[src/rtl/pc_sequencer_if.sv]
// Bundle of request inputs and registered fetch outputs for pc_sequencer.
// Handshake: requests are level-sampled on every rising edge with no ready; one action is taken per edge and lower-priority requests are dropped.
interface pc_sequencer_if #(
   parameter int XLEN      = 32,
   parameter int RAS_DEPTH = 4
);
   localparam int CW = $clog2(RAS_DEPTH) + 1;

   logic            stall;
   logic            trap;
   logic            branch_taken;
   logic [XLEN-1:0] branch_target;
   logic            call_valid;
   logic [XLEN-1:0] call_target;
   logic            ret_valid;
   logic [XLEN-1:0] ret_target;
   logic [XLEN-1:0] pc;
   logic [XLEN-1:0] pc_plus;
   logic            misaligned;
   logic            ras_underflow;
   logic [CW-1:0]   ras_count;

   modport master (
      output stall, trap, branch_taken, branch_target, call_valid, call_target,
             ret_valid, ret_target,
      input  pc, pc_plus, misaligned, ras_underflow, ras_count
   );

   modport slave (
      input  stall, trap, branch_taken, branch_target, call_valid, call_target,
             ret_valid, ret_target,
      output pc, pc_plus, misaligned, ras_underflow, ras_count
   );
endinterface

[src/rtl/pc_sequencer.sv]
// Fetch-stage program-counter sequencer with prioritised redirects.
// Define PC_RAS_EN to build the circular return-address stack; otherwise returns always use ret_target.
module pc_sequencer #(
   parameter int              XLEN         = 32,
   parameter logic [XLEN-1:0] RESET_VECTOR = 32'h0040_0000,
   parameter logic [XLEN-1:0] TRAP_VECTOR  = 32'h0040_0180,
   parameter int              INSTR_BYTES  = 4,
   parameter int              RAS_DEPTH    = 4
) (
   input logic           clk,
   input logic           rst,
   pc_sequencer_if.slave bus
);
   localparam int              CW         = $clog2(RAS_DEPTH) + 1;
   localparam logic [XLEN-1:0] INC        = XLEN'(INSTR_BYTES);
   localparam logic [XLEN-1:0] ALIGN_MASK = XLEN'(INSTR_BYTES - 1);

   logic [XLEN-1:0] pc_q;
   logic [XLEN-1:0] next_pc;
   logic [XLEN-1:0] target;
   logic [XLEN-1:0] pc_plus_w;
   logic            redirect;
   logic            push;
   logic            pop;
   logic            mis_n;
   logic            uf_n;
   logic            mis_q;
   logic            uf_q;
   logic            ras_empty;
   logic [XLEN-1:0] ras_top;
   logic [CW-1:0]   ras_cnt;

   assign pc_plus_w = pc_q + INC;

`ifdef PC_RAS_EN
   localparam bit  RAS_ON = 1'b1;
   localparam int  PW     = $clog2(RAS_DEPTH);

   logic [XLEN-1:0] ras_mem [RAS_DEPTH];
   logic [PW-1:0]   ras_ptr;
   logic [PW-1:0]   top_idx;

   // ras_ptr is the next write slot; the newest entry sits one below it.
   assign top_idx   = ras_ptr - PW'(1);
   assign ras_top   = ras_mem[top_idx];
   assign ras_empty = (ras_cnt == '0);

   always_ff @(posedge clk) begin
      if (push) ras_mem[ras_ptr] <= pc_plus_w;
   end

   always_ff @(posedge clk) begin
      if (rst) begin
         ras_ptr <= '0;
         ras_cnt <= '0;
      end else if (push) begin
         ras_ptr <= ras_ptr + PW'(1);
         if (ras_cnt != CW'(RAS_DEPTH)) ras_cnt <= ras_cnt + CW'(1);
      end else if (pop) begin
         ras_ptr <= top_idx;
         ras_cnt <= ras_cnt - CW'(1);
      end
   end
`else
   localparam bit RAS_ON = 1'b0;

   logic unused_ras;
   assign unused_ras = ^{push, pop, clk};
   assign ras_empty  = 1'b1;
   assign ras_top    = '0;
   assign ras_cnt    = '0;
`endif

   always_comb begin
      next_pc  = pc_plus_w;
      target   = '0;
      redirect = 1'b0;
      push     = 1'b0;
      pop      = 1'b0;
      mis_n    = 1'b0;
      uf_n     = 1'b0;
      if (bus.trap) begin
         next_pc = TRAP_VECTOR;
      end else if (bus.branch_taken) begin
         target   = bus.branch_target;
         redirect = 1'b1;
      end else if (bus.call_valid) begin
         target   = bus.call_target;
         redirect = 1'b1;
         push     = RAS_ON && ((bus.call_target & ALIGN_MASK) == '0);
      end else if (bus.ret_valid) begin
         redirect = 1'b1;
         pop      = RAS_ON && !ras_empty;
         uf_n     = RAS_ON && ras_empty;
         target   = pop ? ras_top : bus.ret_target;
      end else if (bus.stall) begin
         next_pc = pc_q;
      end
      // A misaligned target is never loaded; it is turned into a trap.
      if (redirect) begin
         if ((target & ALIGN_MASK) != '0) begin
            next_pc = TRAP_VECTOR;
            mis_n   = 1'b1;
         end else begin
            next_pc = target;
         end
      end
   end

   always_ff @(posedge clk) begin
      if (rst) begin
         pc_q  <= RESET_VECTOR;
         mis_q <= 1'b0;
         uf_q  <= 1'b0;
      end else begin
         pc_q  <= next_pc;
         mis_q <= mis_n;
         uf_q  <= uf_n;
      end
   end

   assign bus.pc            = pc_q;
   assign bus.pc_plus       = pc_plus_w;
   assign bus.misaligned    = mis_q;
   assign bus.ras_underflow = uf_q;
   assign bus.ras_count     = ras_cnt;
endmodule

[src/flat_wrapper.sv]
// flat-port wrapper written by rule: the top's interface ports become plain ports
module pc_sequencer_flat 
#(
   parameter int              XLEN         = 32,
   parameter logic [XLEN-1:0] RESET_VECTOR = 32'h0040_0000,
   parameter logic [XLEN-1:0] TRAP_VECTOR  = 32'h0040_0180,
   parameter int              INSTR_BYTES  = 4,
   parameter int              RAS_DEPTH    = 4
)
  (clk, rst, bus_stall, bus_trap, bus_branch_taken, bus_branch_target, bus_call_valid, bus_call_target, bus_ret_valid, bus_ret_target, bus_pc, bus_pc_plus, bus_misaligned, bus_ras_underflow, bus_ras_count);
  pc_sequencer_if #(.XLEN(XLEN), .RAS_DEPTH(RAS_DEPTH)) bus_i ();
  input logic clk;
  input logic rst;
  input wire logic [$bits(bus_i.stall)-1:0] bus_stall;
  input wire logic [$bits(bus_i.trap)-1:0] bus_trap;
  input wire logic [$bits(bus_i.branch_taken)-1:0] bus_branch_taken;
  input wire logic [$bits(bus_i.branch_target)-1:0] bus_branch_target;
  input wire logic [$bits(bus_i.call_valid)-1:0] bus_call_valid;
  input wire logic [$bits(bus_i.call_target)-1:0] bus_call_target;
  input wire logic [$bits(bus_i.ret_valid)-1:0] bus_ret_valid;
  input wire logic [$bits(bus_i.ret_target)-1:0] bus_ret_target;
  output wire logic [$bits(bus_i.pc)-1:0] bus_pc;
  output wire logic [$bits(bus_i.pc_plus)-1:0] bus_pc_plus;
  output wire logic [$bits(bus_i.misaligned)-1:0] bus_misaligned;
  output wire logic [$bits(bus_i.ras_underflow)-1:0] bus_ras_underflow;
  output wire logic [$bits(bus_i.ras_count)-1:0] bus_ras_count;
  assign bus_i.stall = bus_stall;
  assign bus_i.trap = bus_trap;
  assign bus_i.branch_taken = bus_branch_taken;
  assign bus_i.branch_target = bus_branch_target;
  assign bus_i.call_valid = bus_call_valid;
  assign bus_i.call_target = bus_call_target;
  assign bus_i.ret_valid = bus_ret_valid;
  assign bus_i.ret_target = bus_ret_target;
  assign bus_pc = bus_i.pc;
  assign bus_pc_plus = bus_i.pc_plus;
  assign bus_misaligned = bus_i.misaligned;
  assign bus_ras_underflow = bus_i.ras_underflow;
  assign bus_ras_count = bus_i.ras_count;
  pc_sequencer #(.XLEN(XLEN), .RESET_VECTOR(RESET_VECTOR), .TRAP_VECTOR(TRAP_VECTOR), .INSTR_BYTES(INSTR_BYTES), .RAS_DEPTH(RAS_DEPTH)) u_core (.clk(clk), .rst(rst), .bus(bus_i));
endmodule
[config.mk]
export PLATFORM = sky130hd
export DESIGN_NAME = pc_sequencer_flat
export DESIGN_NICKNAME = d
export VERILOG_FILES = /design/src/rtl/pc_sequencer_if.sv /design/src/rtl/pc_sequencer.sv /design/src/flat_wrapper.sv
export SDC_FILE = /design/constraint.sdc
export NUM_CORES = 1
export LEC_CHECK = 0
export CAP_MARGIN = 20
export CORE_MARGIN = 3
export CORE_UTILIZATION = 35
export DETAILED_ROUTE_END_ITERATION = 12
export PLACE_DENSITY = 0.78
export SYNTH_ARGS = -nofsm -noshare
export SYNTH_HDL_FRONTEND = slang
export SYNTH_SLANG_ARGS = --single-unit
[constraint.sdc]
create_clock -name clk -period 2.3 [get_ports clk]
set_clock_uncertainty 0.2 [all_clocks]
set_input_delay 0.46 -clock clk [delete_from_list [all_inputs] [get_ports clk]]
set_output_delay 0.46 -clock clk [all_outputs]
set_load 0.02 [all_outputs]
==> metrics.txt, run 1 <==
# TYPE chip_impl_metric gauge
chip_impl_info{name="outcome",value="complete, but fails checks"} 1
chip_impl_info{name="violations",value="setup timing"} 1
chip_impl_metric{name="clockBufferDepth",unit=""} 2
chip_impl_metric{name="clkSinkCount",unit=""} 33
chip_impl_info{name="rsz0062_at_grt",value="yes"} 1
chip_impl_metric{name="timing_max_transition_violations_final",unit=""} 0
chip_impl_metric{name="internal_power",unit="mW"} 1.113
chip_impl_metric{name="distinct_cell_type_count_after_synthesis",unit=""} 59
chip_impl_info{name="leading_cell_type_in_the_layout_fill_and_taps_excluded",value="sky130_fd_sc_hd__buf_4"} 1
chip_impl_metric{name="cts_inserted_buffers",unit=""} 5
chip_impl_metric{name="clkTransAtPathRegs",unit="ns"} 0.09
chip_impl_metric{name="drt_pass1_iterations",unit=""} 6
chip_impl_metric{name="final-hold-violation-count",unit=""} 0
chip_impl_metric{name="sequentialPowerShare",unit="%"} 35.6
chip_impl_metric{name="avgSynthCellArea",unit="µm²"} 7.523
chip_impl_metric{name="port_buffers",unit=""} 167
chip_impl_metric{name="dieArea",unit="µm²"} 9700
chip_impl_metric{name="die_width",unit="µm"} 98.49
chip_impl_metric{name="htree_levels",unit=""} 2
chip_impl_metric{name="detail_route.iter0.violations",unit=""} 626
chip_impl_metric{name="power.share.switching",unit="%"} 32.33
chip_impl_metric{name="static-leakage-power",unit="nW"} 2.865
chip_impl_metric{name="power.net_switching",unit="mW"} 0.5321
chip_impl_metric{name="detailedPlacementHpwl",unit="mm"} 11.82
chip_impl_info{name="tritoncts",value="built"} 1
chip_impl_metric{name="final_period_minus_worst_setup_slack",unit="ns"} 2.902
chip_impl_metric{name="drt-wirelength-per-cell",unit="µm"} 22.12
chip_impl_metric{name="finalCoreUtilization",unit="%"} 79.76
chip_impl_info{name="holdCritPathClass",value="register to register"} 1
chip_impl_metric{name="grt-ovfl-total",unit=""} 0
chip_impl_metric{name="postLayoutCellArea",unit="µm²"} 6586
chip_impl_metric{name="synth_edf_count",unit=""} 0
chip_impl_info{name="timing.critical_path.to_type",value="primary output"} 1
chip_impl_info{name="worst_setup_path_start_kind",value="register"} 1
chip_impl_metric{name="critical_path_peak_fanout",unit=""} 3
chip_impl_metric{name="final.setup.worst_slack",unit="ns"} -0.6019
chip_impl_metric{name="ys_ff_latch",unit=""} 33
chip_impl_metric{name="antenna_cells_inserted",unit=""} 0
chip_impl_metric{name="pin_count_of_the_biggest_net_entering_global_routing",unit=""} 35
chip_impl_metric{name="critPathMaxStageDelay",unit="ns"} 0.59
chip_impl_metric{name="area_growth",unit="%"} 120.0
chip_impl_metric{name="timing.final.crit_share",unit="%"} 126.2
chip_impl_metric{name="max_freq",unit="MHz"} 344.6
chip_impl_metric{name="fillers",unit=""} 507
chip_impl_info{name="min_to",value="u_core.bus.pc[1]"} 1
chip_impl_info{name="hold_path.startpoint",value="u_core.bus.pc[1]"} 1
chip_impl_metric{name="vdd_ir_drop_max",unit="mV"} 0.1957
chip_impl_metric{name="effective_utilization_at_floorplan",unit="%"} 36.26
chip_impl_metric{name="ys.warnings.count",unit=""} 0
chip_impl_metric{name="pwr-share-comb",unit="%"} 36.4
chip_impl_metric{name="final-setup-viol-count",unit=""} 32
chip_impl_metric{name="synth_seq_area_share",unit="%"} 22.06
chip_impl_info{name="cpMaxStageDelayCell",value="sky130_fd_sc_hd__or4_4"} 1
chip_impl_info{name="cp_cell_sequence",value="nand4_1, or4_4, buf_6, buf_6, nor4_4, xnor2_2, buf_4"} 1
chip_impl_metric{name="postRouteWirelength",unit="mm"} 17.67
chip_impl_metric{name="clkLatencyLatePin",unit="ns"} 0.31
chip_impl_metric{name="number_of_antenna_violations_at_the_first_check_in_global_routing",unit=""} 0
chip_impl_info{name="timing.setup.critical_path_class",value="register to primary output"} 1
chip_impl_metric{name="gr-usage-all-layers",unit="%"} 32.16
chip_impl_metric{name="postRouteAntennaNets",unit=""} 0
chip_impl_metric{name="finalNetCount",unit=""} 797
chip_impl_metric{name="fp-row-count",unit=""} 33
chip_impl_metric{name="placeable_area",unit="µm²"} 8258
chip_impl_metric{name="clkPwrFrac",unit="%"} 28.0
chip_impl_metric{name="reg2reg_setup_slack",unit="ns"} -0.35
chip_impl_metric{name="route.detailed.drc",unit=""} 0
chip_impl_metric{name="timing.critical_path.arrival",unit="ns"} 2.24
chip_impl_info{name="clock-root-buffer",value="sky130_fd_sc_hd__clkbuf_8"} 1
chip_impl_info{name="most-common-layout-cells",value="sky130_fd_sc_hd__buf_4, sky130_fd_sc_hd__clkdlybuf4s50_1, sky130_fd_sc_hd__buf_6"} 1
chip_impl_metric{name="viasPerCell",unit=""} 6.237
chip_impl_metric{name="critPathRequiredTime",unit="ns"} 1.64
chip_impl_metric{name="placed_area",unit="µm²"} 5764
chip_impl_metric{name="die_height",unit="µm"} 98.49
chip_impl_info{name="crit-reg2reg-launch",value="u_core.bus.pc[16]"} 1
chip_impl_metric{name="ioPinCount",unit=""} 172
chip_impl_info{name="critical-path-top-cell-by-count",value="sky130_fd_sc_hd__buf_6"} 1
chip_impl_metric{name="power_density",unit="nW/µm²"} 249.8
chip_impl_metric{name="synthArstFlopShare",unit="%"} 0
chip_impl_metric{name="netlist_area",unit="µm²"} 2994
chip_impl_metric{name="max_cap_viol_count",unit=""} 0
chip_impl_metric{name="synthesis.instances",unit=""} 398
chip_impl_metric{name="vias",unit=""} 4983
chip_impl_info{name="reg2reg_to",value="u_core.bus.pc[24]"} 1
chip_impl_metric{name="post_route_cells_drive_above_1_share",unit="%"} 43.23
chip_impl_metric{name="gp_routability_congestion",unit=""} 0.9697
chip_impl_info{name="synth-main-ff-cell",value="sky130_fd_sc_hd__dfxtp_1"} 1
chip_impl_metric{name="vias_in_the_first_global_route",unit=""} 4876
chip_impl_metric{name="timing.hold.worst_path_depth",unit=""} 1
chip_impl_metric{name="global_route_wire_length_before_repair",unit="mm"} 25.28
chip_impl_metric{name="r2r_cells",unit=""} 9
## synthesized netlist by cell type, types with 2 or more instances
cell type                   n  area [µm²]
sky130_fd_sc_hd__buf_2      8       40.04
sky130_fd_sc_hd__o21a_1     3       22.52
sky130_fd_sc_hd__a211oi_2   2       25.02
sky130_fd_sc_hd__inv_1     11       41.29
sky130_fd_sc_hd__nand3_1    9       45.04
sky130_fd_sc_hd__nand4_1   14       87.58
sky130_fd_sc_hd__clkbuf_1  24       90.09
sky130_fd_sc_hd__a32oi_1    2       17.52
sky130_fd_sc_hd__xnor2_1   19       166.4
sky130_fd_sc_hd__dfxtp_1   33       660.6
sky130_fd_sc_hd__nor3_1    18       90.09
sky130_fd_sc_hd__o21ai_1    2       10.01
sky130_fd_sc_hd__nor4_4     3       63.81
sky130_fd_sc_hd__a211oi_1  15       112.6
sky130_fd_sc_hd__nand2_1   31       116.4
sky130_fd_sc_hd__nor2_1    32       120.1
sky130_fd_sc_hd__a31oi_1    4       25.02
sky130_fd_sc_hd__o21ai_0   30       150.1
sky130_fd_sc_hd__or3_1      3       18.77
sky130_fd_sc_hd__nor4_1     9       56.30
sky130_fd_sc_hd__a22oi_1    7       52.55
sky130_fd_sc_hd__a21oi_1   14       70.07
sky130_fd_sc_hd__and4_1     6       52.55
sky130_fd_sc_hd__buf_1      4       15.01
sky130_fd_sc_hd__a221o_1   14       140.1
sky130_fd_sc_hd__o211ai_1   8       60.06
sky130_fd_sc_hd__nor2b_1    2       12.51
sky130_fd_sc_hd__buf_4      6       45.04
sky130_fd_sc_hd__o32ai_1    3       26.28
sky130_fd_sc_hd__xor2_1    15       131.4
sky130_fd_sc_hd__a221oi_1  11       96.34
sky130_fd_sc_hd__and3_1     9       56.30
## what timing repair did
action,in CTS,in global routing
hold buffers,0,0
buffers inserted,17,20
setup endpoints to repair,51,49
pin swaps,22,46
cloned,0,1
gates resized for setup,179,83
## sequential cells by signal (all words and copies together) (netlist names)
| signal | flops |
|---|---|
| u_core.bus.pc | 32 |
| u_core.bus.misaligned | 1 |
## per-stage QoR
stage	total power [mW]	hold WS (ns)	worst slack [ns]	setup TNS, ns	std cells
2_1_floorplan	0.8056	0.3504	-0.2333	-1.522	401
3_3_place_gp	1.131	0.2894	-0.5125	-16.13	758
4_1_cts	1.571	0.3015	-0.6499	-5.488	783
5_1_grt	1.684	0.3328	-0.6152	-9.537	799
6_report	1.646	0.3005	-0.6019	-7.781	799
3_5_place_dp	1.142	0.2890	-0.5921	-18.71	758
## critical path, delay by kind of cell, from the launching register on
kind	cells	cell delay (ns)
AND/OR/NAND/NOR	3	0.95
flip-flops	1	0.38
buffers and inverters	3	0.44
XOR/XNOR	1	0.16
## routing by layer
layer / GRT usage (%) / routed length, µm
met4: 14.39 / 1068
met2: 55.80 / 8465
met5: 0 / 0
met3: 6.016 / 1973
met1: 38.56 / 6163
## power by group through the flow
stage / logic, mW / clock network (mW) / registers (mW)
after floorplan: 0.188 / 0 / 0.618
after global placement: 0.533 / 0 / 0.598
after detailed placement: 0.543 / 0 / 0.599
after CTS: 0.550 / 0.436 / 0.586
after global routing: 0.625 / 0.472 / 0.587
final: 0.598 / 0.461 / 0.587
## area by class of cell
type / count / area, µm² / share of cell area [%]
clock buffers: 6 / 72.57 / 1.102
clock inverters: 2 / 10.01 / 0.1520
inverters: 11 / 41.29 / 0.6269
multi-input cells: 313 / 2661 / 40.41
flip-flops and latches: 33 / 708.2 / 10.75
well taps: 105 / 131.4 / 1.995
repair buffers: 329 / 2962 / 44.97
## logic make-up after synthesis
kind of cell | Yosys count | synth area share, %
AO/OA/AOI/OAI | 124 | 30.00
XOR/XNOR | 34 | 9.946
adder cells (fa/ha/maj) | 1 | 0.4178
buffers and inverters | 55 | 8.274
flip-flops | 33 | 22.06
other | 1 | 0.1252
AND/OR/NAND/NOR | 150 | 29.17
## worst max path at each step
| stage | to | depth (start not counted) | startpoint |
|---|---|---|---|
| after floorplan | bus_pc_plus[27] | 6 | u_core.bus.pc[7] |
| after global placement | bus_pc_plus[30] | 6 | u_core.bus.pc[2] |
| after detailed placement | bus_pc_plus[30] | 6 | u_core.bus.pc[2] |
| after CTS | bus_pc_plus[24] | 8 | u_core.bus.pc[3] |
| after global routing | bus_pc_plus[24] | 7 | u_core.bus.pc[16] |
| final | bus_pc_plus[24] | 7 | u_core.bus.pc[16] |
(Power assumes the default switching activity.)
==> inputs of run 2 (changes only) <==
--- a/config.mk
+++ b/config.mk
@@ -5,11 +5,12 @@
 export SDC_FILE = /design/constraint.sdc
 export NUM_CORES = 1
 export LEC_CHECK = 0
-export CAP_MARGIN = 20
+export CORE_ASPECT_RATIO = 0.75
 export CORE_MARGIN = 3
-export CORE_UTILIZATION = 35
+export CORE_UTILIZATION = 36
+export CTS_BUF_LIST = sky130_fd_sc_hd__clkbuf_4 sky130_fd_sc_hd__clkbuf_8
 export DETAILED_ROUTE_END_ITERATION = 12
-export PLACE_DENSITY = 0.78
+export PLACE_DENSITY = 0.8
 export SYNTH_ARGS = -nofsm -noshare
 export SYNTH_HDL_FRONTEND = slang
 export SYNTH_SLANG_ARGS = --single-unit
==> run 2 against run 1 <==
Effect of this change: the flow still finishes with violations (setup timing); global-route usage up 0.12 points; wire length down 4.4%; final cell count down 1.0%; die area down 2.5%; sequential share of layout area down 0.057 points; largest power group unchanged.
==> metrics.txt, run 2 (synthesized netlist as in run 1, its figures left out) <==
# TYPE chip_impl_metric gauge
chip_impl_info{name="hold_path.startpoint",value="u_core.bus.pc[1]"} 1
chip_impl_metric{name="vias",unit=""} 4757
chip_impl_metric{name="max_freq",unit="MHz"} 351.0
chip_impl_info{name="clock-root-buffer",value="sky130_fd_sc_hd__clkbuf_8"} 1
chip_impl_metric{name="cts_inserted_buffers",unit=""} 5
chip_impl_metric{name="reg2reg_setup_slack",unit="ns"} -0.08
chip_impl_info{name="leading_cell_type_in_the_layout_fill_and_taps_excluded",value="sky130_fd_sc_hd__buf_4"} 1
chip_impl_metric{name="drt-wirelength-per-cell",unit="µm"} 21.36
chip_impl_metric{name="finalNetCount",unit=""} 789
chip_impl_metric{name="htree_levels",unit=""} 2
chip_impl_metric{name="clockBufferDepth",unit=""} 2
chip_impl_metric{name="power_density",unit="nW/µm²"} 256.2
chip_impl_metric{name="vias_in_the_first_global_route",unit=""} 4605
chip_impl_info{name="min_to",value="u_core.bus.pc[1]"} 1
chip_impl_info{name="outcome",value="complete, but fails checks"} 1
chip_impl_metric{name="clkTransAtPathRegs",unit="ns"} 0.07
chip_impl_metric{name="die_height",unit="µm"} 84.98
chip_impl_metric{name="final-setup-viol-count",unit=""} 23
chip_impl_metric{name="multi_input_area",unit="µm²"} 2738
chip_impl_metric{name="r2r_cells",unit=""} 8
chip_impl_metric{name="detailedPlacementHpwl",unit="mm"} 11.89
chip_impl_metric{name="placeable_area",unit="µm²"} 7988
chip_impl_metric{name="route.detailed.drc",unit=""} 0
chip_impl_metric{name="port_buffers",unit=""} 167
chip_impl_metric{name="critPathRequiredTime",unit="ns"} 1.64
chip_impl_metric{name="viasPerCell",unit=""} 6.014
chip_impl_metric{name="post_route_cells_drive_above_1_share",unit="%"} 43.88
chip_impl_metric{name="drt_pass1_iterations",unit=""} 5
chip_impl_metric{name="design_power_total",unit="mW"} 1.696
chip_impl_metric{name="final_period_minus_worst_setup_slack",unit="ns"} 2.849
chip_impl_metric{name="number_of_antenna_violations_at_the_first_check_in_global_routing",unit=""} 0
chip_impl_info{name="cpMaxStageDelayCell",value="sky130_fd_sc_hd__or4_4"} 1
chip_impl_metric{name="critical_path_peak_fanout",unit=""} 6
chip_impl_metric{name="critical_path_buf_inv_count",unit=""} 2
chip_impl_info{name="most-common-layout-cells",value="sky130_fd_sc_hd__buf_4, sky130_fd_sc_hd__clkdlybuf4s50_1, sky130_fd_sc_hd__nor2_1, sky130_fd_sc_hd__buf_6, sky130_fd_sc_hd__nand2_1"} 1
chip_impl_metric{name="timing.hold.worst_path_depth",unit=""} 1
chip_impl_info{name="worst_setup_path_start_kind",value="register"} 1
chip_impl_metric{name="gr-usage-all-layers",unit="%"} 32.28
chip_impl_metric{name="pin_count_of_the_biggest_net_entering_global_routing",unit=""} 40
chip_impl_metric{name="max_cap_viol_count",unit=""} 0
chip_impl_metric{name="area_growth",unit="%"} 121.1
chip_impl_info{name="holdCritPathClass",value="register to register"} 1
chip_impl_metric{name="antenna_cells_inserted",unit=""} 0
chip_impl_info{name="crit-reg2reg-launch",value="u_core.bus.pc[2]"} 1
chip_impl_metric{name="ioPinCount",unit=""} 172
chip_impl_metric{name="postRouteWirelength",unit="mm"} 16.90
chip_impl_info{name="worst_path_dominant_cell_family",value="simple AND/OR/NAND/NOR gates"} 1
chip_impl_metric{name="grt-ovfl-total",unit=""} 0
chip_impl_metric{name="final-hold-violation-count",unit=""} 0
chip_impl_metric{name="final.setup.worst_slack",unit="ns"} -0.5486
chip_impl_metric{name="fillers",unit=""} 472
chip_impl_info{name="cp_cell_sequence",value="ha_4, nand3_4, or4_4, buf_6, nor4_4, xnor2_2, buf_4"} 1
chip_impl_info{name="reg2reg_to",value="u_core.bus.pc[30]"} 1
chip_impl_metric{name="finalCoreUtilization",unit="%"} 82.89
chip_impl_info{name="timing.critical_path.to_type",value="primary output"} 1
chip_impl_metric{name="static-leakage-power",unit="nW"} 2.866
chip_impl_metric{name="dieArea",unit="µm²"} 9459
chip_impl_metric{name="largest_reg_flops",unit=""} 32
chip_impl_metric{name="clkSinkCount",unit=""} 33
chip_impl_info{name="tritoncts",value="built"} 1
chip_impl_metric{name="global_route_wire_length_before_repair",unit="mm"} 24.54
chip_impl_metric{name="vdd_ir_drop_max",unit="mV"} 0.1935
chip_impl_metric{name="effective_utilization_at_floorplan",unit="%"} 37.48
chip_impl_metric{name="timing.critical_path.arrival",unit="ns"} 2.19
chip_impl_metric{name="critPathMaxStageDelay",unit="ns"} 0.57
chip_impl_metric{name="timing.final.crit_share",unit="%"} 123.9
chip_impl_metric{name="area_taken_by_flip_flops_and_latches",unit="µm²"} 708.2
chip_impl_metric{name="gp_routability_congestion",unit=""} 1.046
chip_impl_info{name="timing.setup.critical_path_class",value="register to primary output"} 1
chip_impl_info{name="rsz0062_at_grt",value="yes"} 1
chip_impl_metric{name="clkLatencyLatePin",unit="ns"} 0.29
chip_impl_info{name="violations",value="setup timing"} 1
chip_impl_metric{name="timing_max_transition_violations_final",unit=""} 0
chip_impl_metric{name="fp-row-count",unit=""} 28
chip_impl_metric{name="detail_route.iter0.violations",unit=""} 528
chip_impl_metric{name="postRouteAntennaNets",unit=""} 0
chip_impl_metric{name="die_width",unit="µm"} 111.3
==> run 2: cell types whose count changed in the layout (fill, tap and decap cells not counted), moves of 3 or more <==
cell / change
sky130_fd_sc_hd__buf_4: -6
sky130_fd_sc_hd__dlygate4sd2_1: -3
sky130_fd_sc_hd__buf_2: -3
sky130_fd_sc_hd__a221oi_1: -3
==> run 2: worst register-to-register path: stages (launching register included) <==
cell and delay, ns:
sky130_fd_sc_hd__dfxtp_4 0.37, sky130_fd_sc_hd__ha_4 0.15, sky130_fd_sc_hd__nand3_4 0.07, sky130_fd_sc_hd__or4_4 0.57, sky130_fd_sc_hd__buf_4 0.18, sky130_fd_sc_hd__nor4_4 0.20
sky130_fd_sc_hd__buf_4 0.18, sky130_fd_sc_hd__a31oi_1 0.08, sky130_fd_sc_hd__o221a_2 0.26
==> run 2: cell type report <==
class                      instances  area share, %
clock buffer                       8          1.474
inverter                          11         0.6236
multi-input combinational        314          41.35
sequential                        33          10.70
tap                              105          1.984
timing repair buffer             320          43.88
==> run 2: report_power, final <==
| group | internal [mW] | switching [mW] | total, mW |
|---|---|---|---|
| combinational | 0.333 | 0.285 | 0.618 |
| sequential | 0.575 | 0.0115 | 0.587 |
| clock | 0.268 | 0.224 | 0.492 |
| total | 1.18 | 0.520 | 1.70 |
==> run 2: timing repair <==
action,CTS,global route
buffers inserted,18,18
cloned,1,0
hold buffers,0,0
endpoints found under the setup margin,58,52
pin swaps,14,44
resized for setup,196,86
==> run 2: per-layer routing <==
metal | track usage [%] | vias to the layer above | wire length [µm]
li1 | - | 2073 | -
met1 | 43.76 | 2201 | 6469
met2 | 52.82 | 404 | 7739
met3 | 5.845 | 79 | 2001
met4 | 9.503 | 0 | 688
met5 | 0 | - | 0
==> run 2: through the flow <==
step	setup TNS, ns	setup slack [ns]	instances	hold WS (ns)	area [µm²]
global placement	-25.56	-0.8330	750	0.2871	5704
floorplan	-1.522	-0.2333	401	0.3504	3217
detailed placement	-27.33	-0.8411	750	0.2919	5704
CTS	-4.555	-0.5157	776	0.3030	6153
global route	-7.735	-0.6204	791	0.3344	6621
finish	-5.845	-0.5486	791	0.3194	6621
==> run 2: worst max-delay path by stage <==
stage / startpoint / endpoint / slack, ns / depth (start not counted)
final: u_core.bus.pc[2] / bus_pc_plus[26] / -0.55 / 7
after detailed placement: bus_branch_taken / u_core.bus.pc[30] / -0.84 / 7
after global routing: u_core.bus.pc[2] / bus_pc_plus[26] / -0.62 / 7
after global placement: bus_call_valid / u_core.bus.pc[30] / -0.83 / 7
after floorplan: u_core.bus.pc[7] / bus_pc_plus[27] / -0.23 / 6
after CTS: u_core.bus.pc[3] / bus_pc_plus[26] / -0.52 / 7
